$ cat src/rtl/fetch_stage.sv
// fetch_stage: program counter, instruction-memory address and IF/ID register with stall, branch redirect and HALT
module fetch_stage #(
  parameter logic [7:0]  RESET_PC    = 8'h00,
  parameter logic [3:0]  HALT_OPCODE = 4'hF,
  parameter logic [15:0] NOP_WORD    = 16'h0
) (
  input  logic        clk,
  input  logic        reset,
  output logic [7:0]  imem_addr,
  input  logic [15:0] imem_data,
  input  logic        stall,
  input  logic        branch_taken,
  input  logic [7:0]  branch_target,
  output logic [15:0] id_instr,
  output logic [7:0]  id_pc,
  output logic        id_valid,
  output logic        halted
);
  typedef enum logic [1:0] {RUN, HALTED} state_t;
  state_t     state;
  logic [7:0] pc;
  assign imem_addr = pc;
  always_ff @(posedge clk)
    if (reset) begin
      pc       <= RESET_PC;
      state    <= RUN;
      id_instr <= NOP_WORD;
      id_pc    <= 8'h00;
      id_valid <= 1'b0;
      halted   <= 1'b0;
    end else if (branch_taken) begin
      pc       <= branch_target;
      state    <= RUN;
      id_instr <= NOP_WORD;
      id_pc    <= 8'h00;
      id_valid <= 1'b0;
      halted   <= 1'b0;
    end else if (state == HALTED) begin
      id_instr <= NOP_WORD;
      id_pc    <= 8'h00;
      id_valid <= 1'b0;
    end else if (!stall) begin
      id_instr <= imem_data;
      id_pc    <= pc;
      id_valid <= 1'b1;
      if (imem_data[15:12] == HALT_OPCODE) begin
        state  <= HALTED;
        halted <= 1'b1;
      end else
        pc <= pc + 8'd1;
    end
endmodule

$ cat config.mk
export PLATFORM = sky130hd
export DESIGN_NAME = fetch_stage
export DESIGN_NICKNAME = d
export VERILOG_FILES = /design/src/rtl/fetch_stage.sv
export SDC_FILE = /design/constraint.sdc
export NUM_CORES = 1
export LEC_CHECK = 0
export ABC_AREA = 0
export BUFFER_PORTS_ARGS = -buffer_cell sky130_fd_sc_hd__clkbuf_2
export CAP_MARGIN = 30
export CORE_MARGIN = 3
export CORE_UTILIZATION = 40
export CTS_CLUSTER_DIAMETER = 60
export DETAILED_ROUTE_END_ITERATION = 10
export PLACE_DENSITY = 0.78
export SLEW_MARGIN = 20
export SYNTH_ARGS = -nofsm -noshare
export SYNTH_HDL_FRONTEND = slang
export SYNTH_SLANG_ARGS = --single-unit
$ cat constraint.sdc
create_clock -name clk -period 3.5 [get_ports clk]
set_input_delay 0.175 -clock clk [delete_from_list [all_inputs] [get_ports clk]]
set_output_delay 0.175 -clock clk [all_outputs]
set_load 0.01 [all_outputs]
==> summary.txt, run 1 <==
Outcome
  – Outcome: completed

Synth
  – Seq/Total Area, Yosys: 0.478
  – Unique masters post-synth: 24
  – Async S/R FF share, synth: 0
  – Synthesis-stage register bit count: 34
  – Syn_nets: 173
  – YS warnings: 0
  – Most used DFF post-synth: dfxtp_1
  – Number of flops mapped to enable cells by yosys: 0
  – Syn_area_per_cell: slightly below 10 sq um
  – Cell Area, Synth: 1420 sq um
  – Cells after Synth: 144

Timing
  – Endpoints failing setup: 0
  – Max Fclk: 705 MHz
  – Setup TNS: 0 ps
  – Fin. max-slew vios: 0
  – Unrepaired setup endpoints after global routing: no
  – Worst Skew: 4.37 ps
  – Worst-margin pin slew: 852 ps
  – Hold slack: 77.1 ps
  – Fin crit share: 0.405
  – Slew headroom: 0.432
  – Min Tclk post-route: ~1400 ps
  – Final hold vios: 0

Setup path
  – Critical Path, Cell by Cell: or3_1, nor2_1
  – R2r endpoint: id_instr[3]$_SDFFE_PP0N_
  – Flop2flop setup slack: 2080 ps
  – Worst Path Max Fanout: 25
  – Data required time of the worst path: between 3000 and 4000 ps
  – Crit path DAT: 1670 ps
  – Slowest stage delay, CP: 730 ps
  – CP endpoint kind: register
  – Worst path slowest cell: or3_1
  – Largest delay share family, worst path: simple AND/OR/NAND/NOR gates
  – Crit path kind: register to register
  – Worst R2R Path Depth: 2
  – Worst Setup Start Kind: register
  – CP bufs+invs: 0
  – Reg2reg start: halted$_SDFFE_PP0P_

Clock network
  – PostCTS Resize Cnt: 0
  – Worst skew pair latency: 320 ps
  – Root buf cell: clkbuf_4
  – CTS clk-pin slew, worst paths: 100 ps
  – # hold bufs at CTS: 0
  – CTS max path bufs: 2
  – Post-CTS Setup Repair Bufs: 0
  – CTS tree: built
  – Num CTS Buffers: 5
  – Depth of the CTS H-tree: 2
  – Clock sink count: 34

Hold path
  – Hold path start: imem_data[8]
  – Worst Hold End: id_instr[8]$_SDFFE_PP0N_
  – Hold path depth: 3
  – Hold crit path type: input pin to register

Floorplan
  – Die Width: 65.7 um
  – Starting Density: 0.420
  – Std cell rows: 21
  – DIE HEIGHT: 65.7 um
  – Ports: 62
  – Core ar.: 3390 sq um
  – Die area: 4310 sq um

Global routing
  – Grt total ovfl: 0
  – Initial antenna violation count: 0
  – First-pass GRT wire length: 4640 um
  – Total GRT Usage: 0.138
  – Largest net degree at the start of global routing: 28
  – Vias in the first global route: 1061

Run
  – Max-cap check violation count: 0

Place
  – Placed cell area: 1710 sq um
  – Number of port buffers: 61
  – Routability Congestion: 0.785
  – Post-DP HPWL: 2190 um

Power and ir drop
  – Leakage: 0.000894 uW
  – Sw frac: 0.255
  – Net Sw Power: 187 uW
  – Sequential power share: 0.568
  – PwrDens: 415 nW/um^2
  – Power Internal: 548 uW
  – Logic gate share of total power: 0.132
  – Clock power share: 0.300
  – VDD IR-drop max: 0.000196 V

Finish
  – Share of cells above drive strength 1: 0.343
  – Final net count: 232
  – Commonest non-fill, non-tap cells in the layout: clkbuf_2 (61), dfxtp_1 (34), nor2_1 (26)
  – Area Overhead vs Synth: 24.3%
  – Antenna diodes: 0
  – Most common cell after layout, fill and taps aside: clkbuf_2
  – Fin area: 1770 sq um

Detailed routing
  – Antenna-violating nets left: 0
  – Pre-Repair DR Iteration Count: 4
  – DRC violations left: 0
  – Wire per inst: 11.7 um
  – Vias: 1166
  – Initial DRC Count: 24
  – Post-Route WL: slightly below 3000 um
  – Via density: 4.66
## worst max path at each step
stage | startpoint | to | depth (start not counted)
after floorplan | imem_addr[0]$_SDFFE_PP0P_ | imem_addr[4]$_SDFFE_PP0P_ | 5
after global placement | stall | imem_addr[1]$_SDFFE_PP0P_ | 5
after detailed placement | stall | imem_addr[6]$_SDFFE_PP0P_ | 5
after CTS | halted$_SDFFE_PP0P_ | id_instr[3]$_SDFFE_PP0N_ | 2
after global routing | halted$_SDFFE_PP0P_ | id_valid$_SDFFE_PP0N_ | 2
final | halted$_SDFFE_PP0P_ | id_instr[3]$_SDFFE_PP0N_ | 2
## through the flow
stage	util	instances	total power (uW)	setup WS, ps
floorplan	-	144	490	2240
global placement	0.505	242	523	1920
detailed placement	0.505	242	525	1870
CTS	0.522	250	744	2060
global route	0.522	250	776	2010
finish	0.522	250	735	2080
## power groups by stage
stage	clock network (uW)	logic, uW	registers, uW
floorplan	0	59.6	430
global placement	0	97.5	426
detailed placement	0	98.3	426
CTS	227	99.0	418
global route	247	108	420
finish	220	97.2	417
## flip-flops by register name, summed over array words and instances, names as in the netlist
signal     count
id_instr      16
halted         1
id_valid       1
imem_addr      8
id_pc          8
## logic make-up (layout without fill, tap and decap cells)
family,after synthesis,in the layout,share of synthesized area
and+or+nand+nor,45,45,0.156
xor gates and xnor gates,7,7,0.0431
buffers and inverters,17,77,0.0747
DFF,34,34,0.478
adders and majority gates,1,1,0.00879
AOI/OAI and AO/OA,16,16,0.0703
muxes,24,24,0.169
## metal layers
| metal | share of wire | track usage | up-vias |
|---|---|---|---|
| met5 | 0 | 0 | - |
| li1 | - | - | 606 |
| met3 | 0.042 | 0.0308 | 7 |
| met2 | 0.51 | 0.230 | 26 |
| met1 | 0.43 | 0.165 | 527 |
| met4 | 0.020 | 0.0699 | 0 |
## tightest hold or removal path, cell delays in order
cell and delay, ps:
clkbuf_2 70, mux2i_1 50, nor2_1 70
## synth_stat cells, types with 2 or more instances
| library cell | number | area [sq um] |
|---|---|---|
| a21oi_1 | 8 | 40.0 |
| and2_1 | 2 | 12.5 |
| and3_1 | 3 | 18.8 |
| buf_2 | 4 | 20.0 |
| buf_6 | 2 | 22.5 |
| buf_8 | 2 | 30.0 |
| dfxtp_1 | 34 | 681 |
| inv_1 | 8 | 30.0 |
| mux2i_1 | 24 | 240 |
| nand3_1 | 2 | 10.0 |
| nand4_1 | 4 | 25.0 |
| nor2_1 | 26 | 97.6 |
| nor3_1 | 2 | 10.0 |
| o21a_1 | 7 | 52.6 |
| xnor2_1 | 7 | 61.3 |
## cell type report
cell class	count	area [sq um]
Tap cell	46	57.6
Multi-Input combinational cell	93	637
Clock inverter	1	5.00
Timing Repair Buffer	61	305
Inverter	8	30.0
Sequential cell	34	681
Clock buffer	7	55.1
Fill cell	333	1620
No activity file was read; power rests on OpenSTA's default activity.
==> inputs of run 2 (changes only) <==
--- a/config.mk
+++ b/config.mk
@@ -12,7 +12,7 @@
 export CORE_UTILIZATION = 40
 export CTS_CLUSTER_DIAMETER = 60
 export DETAILED_ROUTE_END_ITERATION = 10
-export PLACE_DENSITY = 0.78
+export PLACE_DENSITY = 0.81
 export SLEW_MARGIN = 20
 export SYNTH_ARGS = -nofsm -noshare
 export SYNTH_HDL_FRONTEND = slang
==> constraint.sdc (replaced) <==
create_clock -name clk -period 1.2 [get_ports clk]
set_input_delay 0.06 -clock clk [delete_from_list [all_inputs] [get_ports clk]]
set_output_delay 0.06 -clock clk [all_outputs]
set_load 0.01 [all_outputs]
==> run 2 against run 1 <==
  * Fmax increased by 21%
  * First-iteration DRC count decreased by 25%
  * Clock power increased to 3.7 times the previous value
  * Largest power group unchanged
  * Critical path type unchanged
  * Power increased to 3.3 times the previous value
  * Sequential share of layout area decreased by 5.6 points
  * Register-to-register slack got worse by 2100 ps
==> summary.txt, run 2 (same netlist as run 1, synthesis figures left out) <==
Global routing
  – Initial antenna violation count: 0 (unchanged)
  – Met1 Usage GRT: 0.204 (+0.0392)
  – Total GRT Usage: 0.166 (+0.0283)
  – Met3 Usage GRT: 0.0513 (+0.0205)
  – First-pass GRT wire length: 5510 um (+19%)
  – GR Util met2: 0.272 (+0.0413)
  – Largest net degree at the start of global routing: 20 (-29%)
  – Grt total ovfl: 0 (unchanged)
  – Vias in the first global route: 1173 (+11%)
  – Top Usage Layer GRT: met2

Place
  – Place WS: 17.9 ps (-1860 ps)
  – Post-DP HPWL: 2390 um (+9.2%)
  – Placed cell area: 1820 sq um (+6.1%)
  – Routability Congestion: 0.818 (+4.2%)
  – Inst Count DP: 254 (+5.0%)
  – Number of port buffers: 61 (unchanged)

Clock network
  – Depth of the CTS H-tree: 2 (unchanged)
  – Worst skew pair latency: 340 ps (+20 ps)
  – Num CTS Buffers: 5 (unchanged)
  – Clock sink count: 34 (unchanged)
  – Root buf cell: clkbuf_4
  – CTS tree: built
  – CTS max path bufs: 2 (unchanged)
  – CTS clk-pin slew, worst paths: 110 ps (about the same)

Setup path
  – Crit path DAT: 1410 ps (-260 ps)
  – Data required time of the worst path: 1440 ps (-2310 ps)
  – Reg2reg start: imem_addr[0]$_SDFFE_PP0P_
  – Worst path slowest cell: dfxtp_4
  – Largest delay share family, worst path: flip-flops
  – Worst Path Max Fanout: 4 (-84%)
  – CP bufs+invs: 0 (unchanged)
  – Crit path kind: register to register
  – Slowest stage delay, CP: 390 ps (-340 ps)
  – CP endpoint kind: register
  – Critical Path, Cell by Cell: ha_4, and2_4, nand4_1, xnor2_1, o21a_1
  – Crit path from: imem_addr[0]$_SDFFE_PP0P_
  – Worst Setup Start Kind: register

Power and ir drop
  – VDD IR-drop max: 0.000832 V (+330%)
  – Leakage: 0.00105 uW (+17%)
  – PwrDens: 1150 nW/um^2 (+180%)
  – Overall Power: 2430 uW (+230%)

Detailed routing
  – DRC violations left: 0 (unchanged)
  – Post-Route WL: 3390 um (+16%)
  – Vias: 1265 (+8.5%)
  – Via density: 4.52 (-3.1%)
  – Initial DRC Count: 18 (-25%)
  – Antenna-violating nets left: 0 (unchanged)
  – Wire per inst: 12.1 um (+3.2%)
  – Pre-Repair DR Iteration Count: 4 (unchanged)

Finish
  – Finished Layout Cells: 280 (+12%)
  – Most common cell after layout, fill and taps aside: clkbuf_2
  – Commonest non-fill, non-tap cells in the layout: clkbuf_2 (61), dfxtp_1 (29), nor2_1 (26)
  – Reg with most FFs: id_instr
  – Share of cells above drive strength 1: 0.402 (+0.0586)
  – Register area: 692 sq um (+1.7%)
  – Final net count: 262 (+13%)
  – Multi-input gate area: 664 sq um (+4.3%)
  – Fin area: 2110 sq um (+19%)
  – Max reg flops: 16 (unchanged)
  – Fill cells: 280 (-16%)
  – Post-Route Utilization: 0.622 (+0.0993)
  – Antenna diodes: 0 (unchanged)
  – Area Overhead vs Synth: 48.0%

Floorplan
  – Starting Density: 0.420 (unchanged)
  – Core ar.: 3390 sq um (unchanged)
  – Die area: 4310 sq um (unchanged)
  – Std cell rows: 21 (unchanged)
  – DIE HEIGHT: 65.7 um (unchanged)
  – Ports: 62 (unchanged)
  – Die Width: 65.7 um (unchanged)

Timing
  – Unrepaired setup endpoints after global routing: yes
  – Min Tclk post-route: 1180 ps (-242 ps)
  – Worst-margin pin slew: 290 ps (-562 ps)
  – Worst Skew: 8.64 ps (+4.28 ps)
  – Slew headroom: 0.807 (+0.374)
  – Final hold vios: 0 (unchanged)
  – Fin. max-slew vios: 0 (unchanged)
  – Fin crit share: 0.980 (+0.575)
  – Endpoints failing setup: 0 (unchanged)
  – PnR worst setup slack: 24.4 ps (-2060 ps)
  – Max Fclk: 851 MHz (+21%)

Outcome
  – Outcome: completed

Run
  – Max-cap check violation count: 0 (unchanged)

Hold path
  – Hold crit path type: input pin to register
  – Hold path start: branch_target[2]
-- run 2: path summary, 6_finish.rpt --
kind                               end  slack, ps  cells after the start
max          imem_addr[6]$_SDFFE_PP0P_         20                      5
min          imem_addr[2]$_SDFFE_PP0P_          9                      4
max reg2reg  imem_addr[6]$_SDFFE_PP0P_         20                      5
min reg2reg      id_valid$_SDFFE_PP0N_        470                      2
-- run 2: worst register-to-register path: cells and delay by family, from the launching register on --
family	cells	cell delay, ps
AO/OA/AOI/OAI	1	170
XOR/XNOR	1	150
adder cells (fa/ha/maj)	1	130
flip-flops	1	390
AND/OR/NAND/NOR	2	240
-- run 2: layout make-up --
type	count	area share
flip-flops and latches	34	0.328
clock inverters	3	0.0190
repair buffers	91	0.278
multi-input cells	93	0.315
inverters	8	0.0143
clock buffers	5	0.0178
well taps	46	0.0273
-- run 2: routing by layer --
metal,up-vias,wire [um]
li1,664,-
met1,559,1500
met2,36,1630
met3,6,202
met4,0,54
met5,-,0
-- run 2: repair_timing --
action | in CTS | in global routing
resized for setup | 0 | 11
endpoints found under the setup margin | 0 | 21
hold endpoints to repair | 17 | 0
setup buffers | 0 | 1
hold buffers | 17 | 0
-- run 2: power by group --
group | internal, uW | switching (uW)
logic | 217 | 179
clock network | 431 | 390
registers | 1170 | 34.5
total | 1820 | 603
-- run 2: per-stage QoR --
| step | TNS [ps] | hold WS, ps |
|---|---|---|
| 6_report | 0 | 8.96 |
| 5_1_grt | -39.0 | 15.0 |
| 4_1_cts | 0 | 2.70 |
| 3_5_place_dp | 0 | 299 |
| 3_3_place_gp | 0 | 291 |
| 2_1_floorplan | 0 | 204 |
